==> src/rtl/int_muldiv_unit_pkg.sv <==
// Shared execution-stage definitions: integer opcodes (also used by the ALU
// decode), the mul/div FSM state encoding and the step-counter width helper.
package int_muldiv_unit_pkg;

  localparam int OP_W = 4;

  localparam logic [OP_W-1:0] OP_MUL = 4'b0011;
  localparam logic [OP_W-1:0] OP_DIV = 4'b0100;
  localparam logic [OP_W-1:0] OP_MOD = 4'b0101;

  typedef enum logic [1:0] {
    ST_IDLE = 2'd0,
    ST_BUSY = 2'd1,
    ST_DONE = 2'd2
  } muldiv_state_e;

  // Counter must hold the value WIDTH itself, hence WIDTH+1 codes.
  function automatic int cnt_width(input int width);
    return $clog2(width + 1);
  endfunction

  localparam int CNT_W_DEFAULT = $clog2(32 + 1);

endpackage

==> src/rtl/int_muldiv_unit_if.sv <==
// Request/response bundle between the issue logic and the mul/div unit.
interface int_muldiv_unit_if
  import int_muldiv_unit_pkg::*;
#(
  parameter int WIDTH = 32
);

  logic              in_valid;
  logic              in_ready;
  logic [OP_W-1:0]   op;
  logic              is_signed;
  logic [WIDTH-1:0]  A;
  logic [WIDTH-1:0]  B;
  logic              flush;
  logic              out_valid;
  logic              out_ready;
  logic [WIDTH-1:0]  Z;
  logic              div_by_zero;
  logic              stall;

  modport master (
    output in_valid, op, is_signed, A, B, flush, out_ready,
    input  in_ready, out_valid, Z, div_by_zero, stall
  );

  modport slave (
    input  in_valid, op, is_signed, A, B, flush, out_ready,
    output in_ready, out_valid, Z, div_by_zero, stall
  );

endinterface

==> src/rtl/int_muldiv_unit_muldiv_step.sv <==
// One iteration of the iterative datapath. MUL: MSB-first shift-add into the
// accumulator (rem). DIV/MOD: one restoring-division step, quotient bits
// shifted into quo while the dividend bits shift out of its top.
module muldiv_step
  import int_muldiv_unit_pkg::*;
#(
  parameter int WIDTH = 32
) (
  input  logic             is_mul,
  input  logic [WIDTH-1:0] rem_in,
  input  logic [WIDTH-1:0] quo_in,
  input  logic [WIDTH-1:0] dvs,
  output logic [WIDTH-1:0] rem_out,
  output logic [WIDTH-1:0] quo_out
);

  logic signed [WIDTH:0] shifted;
  logic signed [WIDTH:0] diff;
  logic [WIDTH-1:0]      acc;

  // Select shift-add or restore-subtract for this iteration.
  always_comb begin
    shifted = {rem_in, quo_in[WIDTH-1]};
    diff    = shifted - $signed({1'b0, dvs});
    acc     = {rem_in[WIDTH-2:0], 1'b0} + (quo_in[WIDTH-1] ? dvs : '0);
    rem_out = shifted[WIDTH-1:0];
    quo_out = {quo_in[WIDTH-2:0], 1'b0};
    if (is_mul) begin
      rem_out = acc;
    end else if (!diff[WIDTH]) begin
      rem_out    = diff[WIDTH-1:0];
      quo_out[0] = 1'b1;
    end
  end

endmodule

==> src/rtl/int_muldiv_unit.sv <==
// Iterative integer multiply/divide/modulo unit. Works on operand magnitudes
// for WIDTH cycles, then applies the sign fix-up and holds the result until
// the consumer takes it.
module int_muldiv_unit
  import int_muldiv_unit_pkg::*;
#(
  parameter int WIDTH = 32
) (
  input logic clk,
  input logic reset,
  int_muldiv_unit_if.slave bus
);

  localparam int CNT_W = cnt_width(WIDTH);

  localparam logic [1:0] S_IDLE = ST_IDLE;
  localparam logic [1:0] S_BUSY = ST_BUSY;
  localparam logic [1:0] S_DONE = ST_DONE;

  logic [1:0]       state;
  logic [CNT_W-1:0] cnt;
  logic [WIDTH-1:0] z_q;
  logic             dbz_out_q;

  logic [OP_W-1:0]  op_q;
  logic             neg_q;
  logic             dbz_q;
  logic [WIDTH-1:0] rem_q;
  logic [WIDTH-1:0] quo_q;
  logic [WIDTH-1:0] dvs_q;

  logic [WIDTH-1:0] rem_nx;
  logic [WIDTH-1:0] quo_nx;
  logic             step_is_mul;

  logic             accept_slot;
  logic             acc_arith;
  logic             acc_neg;
  logic             acc_dbz;
  logic [WIDTH-1:0] mag_a;
  logic [WIDTH-1:0] mag_b;

  function automatic logic [WIDTH-1:0] magnitude(input logic [WIDTH-1:0] v,
                                                 input logic sg);
    return (sg && v[WIDTH-1]) ? -v : v;
  endfunction

  // The most-negative dividend has no positive twin, but its magnitude read as
  // unsigned is exact, so overflow cases come out right without special paths.
  function automatic logic [WIDTH-1:0] fixup(input logic [OP_W-1:0] op,
                                             input logic neg,
                                             input logic dbz,
                                             input logic [WIDTH-1:0] rem,
                                             input logic [WIDTH-1:0] quo);
    logic [WIDTH-1:0] r;
    case (op)
      OP_MUL:  r = rem;
      OP_DIV:  r = quo;
      OP_MOD:  r = rem;
      default: r = '0;
    endcase
    if (neg) r = -r;
    if (dbz && (op == OP_DIV)) r = '1;
    return r;
  endfunction

  assign accept_slot = (state == S_IDLE) && bus.in_valid;
  assign mag_a       = magnitude(bus.A, bus.is_signed);
  assign mag_b       = magnitude(bus.B, bus.is_signed);
  assign step_is_mul = (op_q == OP_MUL);

  // Result sign and divide-by-zero are decided once, from the raw operands.
  always_comb begin
    acc_arith = (bus.op == OP_MUL) || (bus.op == OP_DIV) || (bus.op == OP_MOD);
    acc_dbz   = ((bus.op == OP_DIV) || (bus.op == OP_MOD)) && (bus.B == '0);
    if (bus.op == OP_MOD) begin
      acc_neg = bus.is_signed & bus.A[WIDTH-1];
    end else begin
      acc_neg = bus.is_signed & acc_arith & (bus.A[WIDTH-1] ^ bus.B[WIDTH-1]);
    end
  end

  muldiv_step #(.WIDTH(WIDTH)) u_step (
    .is_mul  (step_is_mul),
    .rem_in  (rem_q),
    .quo_in  (quo_q),
    .dvs     (dvs_q),
    .rem_out (rem_nx),
    .quo_out (quo_nx)
  );

  // Operand capture at accept, then one datapath iteration per BUSY cycle.
  always_ff @(posedge clk) begin
    if (accept_slot) begin
      op_q  <= bus.op;
      neg_q <= acc_neg;
      dbz_q <= acc_dbz;
      rem_q <= '0;
      if (bus.op == OP_MUL) begin
        quo_q <= mag_b;
        dvs_q <= mag_a;
      end else begin
        quo_q <= mag_a;
        dvs_q <= mag_b;
      end
    end else if (state == S_BUSY) begin
      rem_q <= rem_nx;
      quo_q <= quo_nx;
    end
  end

  // FSM, step counter and the registered result.
  always_ff @(posedge clk) begin
    if (reset) begin
      state     <= S_IDLE;
      cnt       <= '0;
      z_q       <= '0;
      dbz_out_q <= 1'b0;
    end else if (bus.flush) begin
      state <= S_IDLE;
    end else begin
      case (state)
        S_IDLE: begin
          if (bus.in_valid) begin
            state <= S_BUSY;
            cnt   <= CNT_W'(WIDTH);
          end
        end
        S_BUSY: begin
          cnt <= cnt - CNT_W'(1);
          if (cnt == CNT_W'(1)) begin
            state     <= S_DONE;
            z_q       <= fixup(op_q, neg_q, dbz_q, rem_nx, quo_nx);
            dbz_out_q <= dbz_q;
          end
        end
        S_DONE: begin
          if (bus.out_ready) state <= S_IDLE;
        end
        default: state <= S_IDLE;
      endcase
    end
  end

  assign bus.in_ready    = (state == S_IDLE);
  assign bus.out_valid   = (state == S_DONE);
  assign bus.Z           = z_q;
  assign bus.div_by_zero = dbz_out_q;
  assign bus.stall       = (state == S_BUSY) ||
                           ((state == S_DONE) && !bus.out_ready) ||
                           (bus.in_valid && !bus.in_ready);

endmodule

==> src/flat_wrapper.sv <==
// flat-port wrapper written by rule: the top's interface ports become plain ports
module int_muldiv_unit_flat import int_muldiv_unit_pkg::*;
#(
  parameter int WIDTH = 32
)
  (clk, reset, bus_in_valid, bus_op, bus_is_signed, bus_A, bus_B, bus_flush, bus_out_ready, bus_in_ready, bus_out_valid, bus_Z, bus_div_by_zero, bus_stall);
  int_muldiv_unit_if #(.WIDTH(WIDTH)) bus_i ();
  input logic clk;
  input logic reset;
  input wire logic [$bits(bus_i.in_valid)-1:0] bus_in_valid;
  input wire logic [$bits(bus_i.op)-1:0] bus_op;
  input wire logic [$bits(bus_i.is_signed)-1:0] bus_is_signed;
  input wire logic [$bits(bus_i.A)-1:0] bus_A;
  input wire logic [$bits(bus_i.B)-1:0] bus_B;
  input wire logic [$bits(bus_i.flush)-1:0] bus_flush;
  input wire logic [$bits(bus_i.out_ready)-1:0] bus_out_ready;
  output wire logic [$bits(bus_i.in_ready)-1:0] bus_in_ready;
  output wire logic [$bits(bus_i.out_valid)-1:0] bus_out_valid;
  output wire logic [$bits(bus_i.Z)-1:0] bus_Z;
  output wire logic [$bits(bus_i.div_by_zero)-1:0] bus_div_by_zero;
  output wire logic [$bits(bus_i.stall)-1:0] bus_stall;
  assign bus_i.in_valid = bus_in_valid;
  assign bus_i.op = bus_op;
  assign bus_i.is_signed = bus_is_signed;
  assign bus_i.A = bus_A;
  assign bus_i.B = bus_B;
  assign bus_i.flush = bus_flush;
  assign bus_i.out_ready = bus_out_ready;
  assign bus_in_ready = bus_i.in_ready;
  assign bus_out_valid = bus_i.out_valid;
  assign bus_Z = bus_i.Z;
  assign bus_div_by_zero = bus_i.div_by_zero;
  assign bus_stall = bus_i.stall;
  int_muldiv_unit #(.WIDTH(WIDTH)) u_core (.clk(clk), .reset(reset), .bus(bus_i));
endmodule
==> config.mk <==
export PLATFORM = sky130hd
export DESIGN_NAME = int_muldiv_unit_flat
export DESIGN_NICKNAME = d
export VERILOG_FILES = /design/src/rtl/int_muldiv_unit_pkg.sv /design/src/rtl/int_muldiv_unit_if.sv /design/src/rtl/int_muldiv_unit_muldiv_step.sv /design/src/rtl/int_muldiv_unit.sv /design/src/flat_wrapper.sv
export SDC_FILE = /design/constraint.sdc
export NUM_CORES = 1
export LEC_CHECK = 0
export ABC_AREA = 1
export CAP_MARGIN = 20
export CORE_MARGIN = 2
export CORE_UTILIZATION = 39
export DETAILED_ROUTE_END_ITERATION = 10
export GPL_ROUTABILITY_DRIVEN = 0
export GPL_TIMING_DRIVEN = 0
export PLACE_DENSITY = 0.66
export RECOVER_POWER = 25
export SLEW_MARGIN = 20
export SYNTH_ARGS = -nofsm -noshare
export SYNTH_HDL_FRONTEND = slang
export SYNTH_SLANG_ARGS = --single-unit
==> constraint.sdc <==
create_clock -name clk -period 3.39 [get_ports clk]
set_input_delay 0.678 -clock clk [delete_from_list [all_inputs] [get_ports clk]]
set_output_delay 0.678 -clock clk [all_outputs]
set_load 0.05 [all_outputs]
==> flow_summary.ini <==
[cells_and_area]
n_antenna_cell = 0
final_nets = 2501
drive_gt1_share_pct = 15.5
fin_util_pct = 51.1
syn2layout_area_growth_pct = 29.3

[routing]
dr.first_iter.drc_count = 1904
drc = 0
postRouteAntennaNets = 0
routed_wl_um = 50500
vias = 15400
drt_first_pass_iters = 8
wire_per_inst_um = 17.9
routed_via_density = 5.47

[yosys]
synthSimpleGateAreaFrac_pct = 36.2
syn_area_um2 = 13600
synth_compound_area_share_pct = 15.1
ys_types = 51
synth_xor_area_share_pct = 6.04
synth_mux_area_share_pct = 0.0734
synth_flop_cell = dfxtp_1
syn_nets = 2306
yosysWarnings = 0
synth_cells = 2162
synth_edf_count = 70
ys_seq_area_share_pct = 26.1
ys_ff_latch = 143
asyncSetResetFlopFracSynth_pct = 0
synth_top_family_by_area = simple AND/OR/NAND/NOR gates
synth_adder_area_share_pct = 6.53
syn_avg_cell_area_um2 = 6.31

[critical_path]
slowest_delay_ns = 0.38
crit-reg2reg-launch = u_core.quo_q[31]
worstPathRequired_ns = 3.73
start_kind = register
arrival_ns = 4.22
critPathMaxFanout = 5
worstSetupPathType = register to register
critPathLaunch = u_core.quo_q[31]
slowest_stage = edfxtp_1
cp-end-kind = register

[sta]
clock-skew-final_ns = 0.0134
period_needed_ns = 3.88
finalSetupViolCount = 29
tns_ns = -11.39
fin_crit_sh_pct = 114
relSlewSlack_pct = 43.1
fin_ws_ns = -0.489
hold_viol = 0
fmax_mhz = 258
worst_pin_slew_ns = 0.854
drv_slew = 0
rsz0062_at_grt = true

[die]
chipWidth_um = 191
row_count = 68
dieArea_um2 = 36500
io-pin-count = 110
die_y_um = 191
start_util_pct = 39.6
core-area_um2 = 34500

[placement]
io_buffers = 108
hpwl_um = 39600

[power_and_ir_drop]
peakVddDrop_uv = 355
power_density_nw_per_um2 = 342
seq_power_share_pct = 34.6
switchingPower_mw = 2.25
clkPwrFrac_pct = 31.1
power.internal_mw = 3.78
p_leak_nw = 8.34
total_power_mw = 6.02
switching_share_pct = 37.3
comb_power_share_pct = 34.3

[hold_path]
min_from = u_core.cnt[1]
hold_class = register to register

[cts]
clk_pin_slew_ns = 0.06
worstSkewPairLatency_ns = 0.45
clockRootBuffer = clkbuf_16
cts.sinks = 143
numCtsBuffers = 17
htree_num_levels = 4
clock_path_buffers = 2
cts_tree = done

[status]
violations = negative setup slack
status = finished, violations left

[global_route]
grt_max_degree = 38
grt-ovfl-total = 0
grt_pass1_vias = 14700
grt.total_usage_pct = 27.4
grt_pass1_wl_um = 77400
antenna_found_initial = 0

[job]
maxCapViolations = 0
## cells in the final DEF (no fill, tap or decap), drive strengths merged, types with 2 or more instances in the layout
master,n
nand2,644
inv,289
nor2,232
nand3,183
o21ai,155
a21oi,118
buf,84
clkdlybuf4s50,77
dfxtp,73
edfxtp,70
ha,68
clkbuf,65
xor2,57
xnor2,37
nand4,32
dlygate4sd3,30
a32o,28
nor3,26
or2,13
o211ai,12
o21bai,11
nor4,10
and2,8
clkinv,7
a21o,6
a31oi,6
nand3b,5
a21boi,4
o22ai,3
clkinvlp,3
o21a,2
fa,2
## power by group through the flow
| stage | combinational (mW) | clock [mW] | sequential [mW] |
|---|---|---|---|
| 4_1_cts | 1.90 | 1.87 | 2.07 |
| 5_1_grt | 2.25 | 1.94 | 2.09 |
| 2_1_floorplan | 1.17 | 0 | 2.06 |
| 3_5_place_dp | 1.67 | 0 | 2.11 |
| 6_report | 2.06 | 1.88 | 2.08 |
| 3_3_place_gp | 1.64 | 0 | 2.11 |
## path summary, 6_finish.rpt
path / end / slack, ns / cells past startpoint
max: u_core.bus.Z[26] / -0.49 / 31
min: u_core.cnt[1] / 0.46 / 2
max reg2reg: u_core.bus.Z[26] / -0.49 / 31
min reg2reg: u_core.cnt[1] / 0.46 / 2
## worst max-delay path: cells and delay by family (launching register included)
kind / cells / cell delay [ns]
AO/OA/AOI/OAI: 2 / 0.40
adder cells (fa/ha/maj): 3 / 0.67
buffers and inverters: 7 / 0.67
flip-flops: 1 / 0.38
AND/OR/NAND/NOR: 19 / 1.66
## cell families after synthesis
logic type                 after synthesis
and+or+nand+nor                       1154
AOI/OAI and AO/OA                      351
buffers and inverters                  349
DFF                                    143
xor gates and xnor gates                94
adders and majority gates               70
muxes                                    1
## per-layer routing
metal	GRT usage, %	up-vias	part of all wire (%)
met1	35.2	7133	42
li1	-	7480	-
met5	0	-	0
met3	3.71	127	7.9
met2	45.3	701	45
met4	13.2	0	5.1
## what timing repair did
action                     4_1_cts  5_1_grt
hold buffers                     0        0
pin swaps                       48       48
gates cloned                     1        0
setup endpoints to repair       43       49
buffers inserted                48       18
gates resized for setup        175      108
## synthesized netlist by cell type (8+ instances only)
library cell  instances  area share [%]
nor4_1                9            0.41
a32o_1               28             2.1
o211ai_1             12            0.66
o21bai_1             11            0.61
dfxtp_1              73              11
nand3_2              10            0.73
o21ai_1              11            0.40
nor2_2                8            0.37
edfxtp_1             70              15
nand2_2              21            0.96
ha_1                 68             6.2
xnor2_1              37             2.4
or2_2                12            0.55
a21oi_1             111             4.1
nand3_1             173             6.4
nand4_1              32             1.5
o21ai_0             140             5.1
nand2_1             621              17
clkbuf_1             47             1.3
xor2_1               57             3.7
nor2_1              221             6.1
nor3_1               26            0.95
inv_1               280             7.7
## layout make-up
type | count | area [um^2]
fillers | 3289 | 16800
multi-input cells | 1670 | 9830
flip-flops and latches | 143 | 3560
repair buffers | 176 | 1670
inverters | 285 | 1080
well taps | 455 | 569
clock buffers | 17 | 425
plain buffers | 64 | 337
clock inverters | 15 | 155
## state kept, by name, indices dropped and copies added, names as in the netlist
| name | flops |
|---|---|
| u_core.bus.Z | 32 |
| u_core.neg_q | 1 |
| u_core.rem_q | 32 |
| u_core.dvs_q | 32 |
| u_core.dbz_q | 1 |
| u_core.state | 2 |
| u_core.op_q | 4 |
| u_core.bus.div_by_zero | 1 |
| u_core.quo_q | 32 |
| u_core.cnt | 6 |
## metrics by stage
stage	hold slack (ns)	area [um^2]	setup WS, ns	instances
after detailed placement	0.457	15400	-1.07	2727
after global routing	0.486	17600	-0.638	2825
after floorplan	0.440	13700	0.00826	2162
after global placement	0.453	15400	-1.02	2725
after CTS	0.467	17100	-0.368	2808
final	0.461	17600	-0.489	2825
Note: power is estimated with default switching activity, not from simulation.
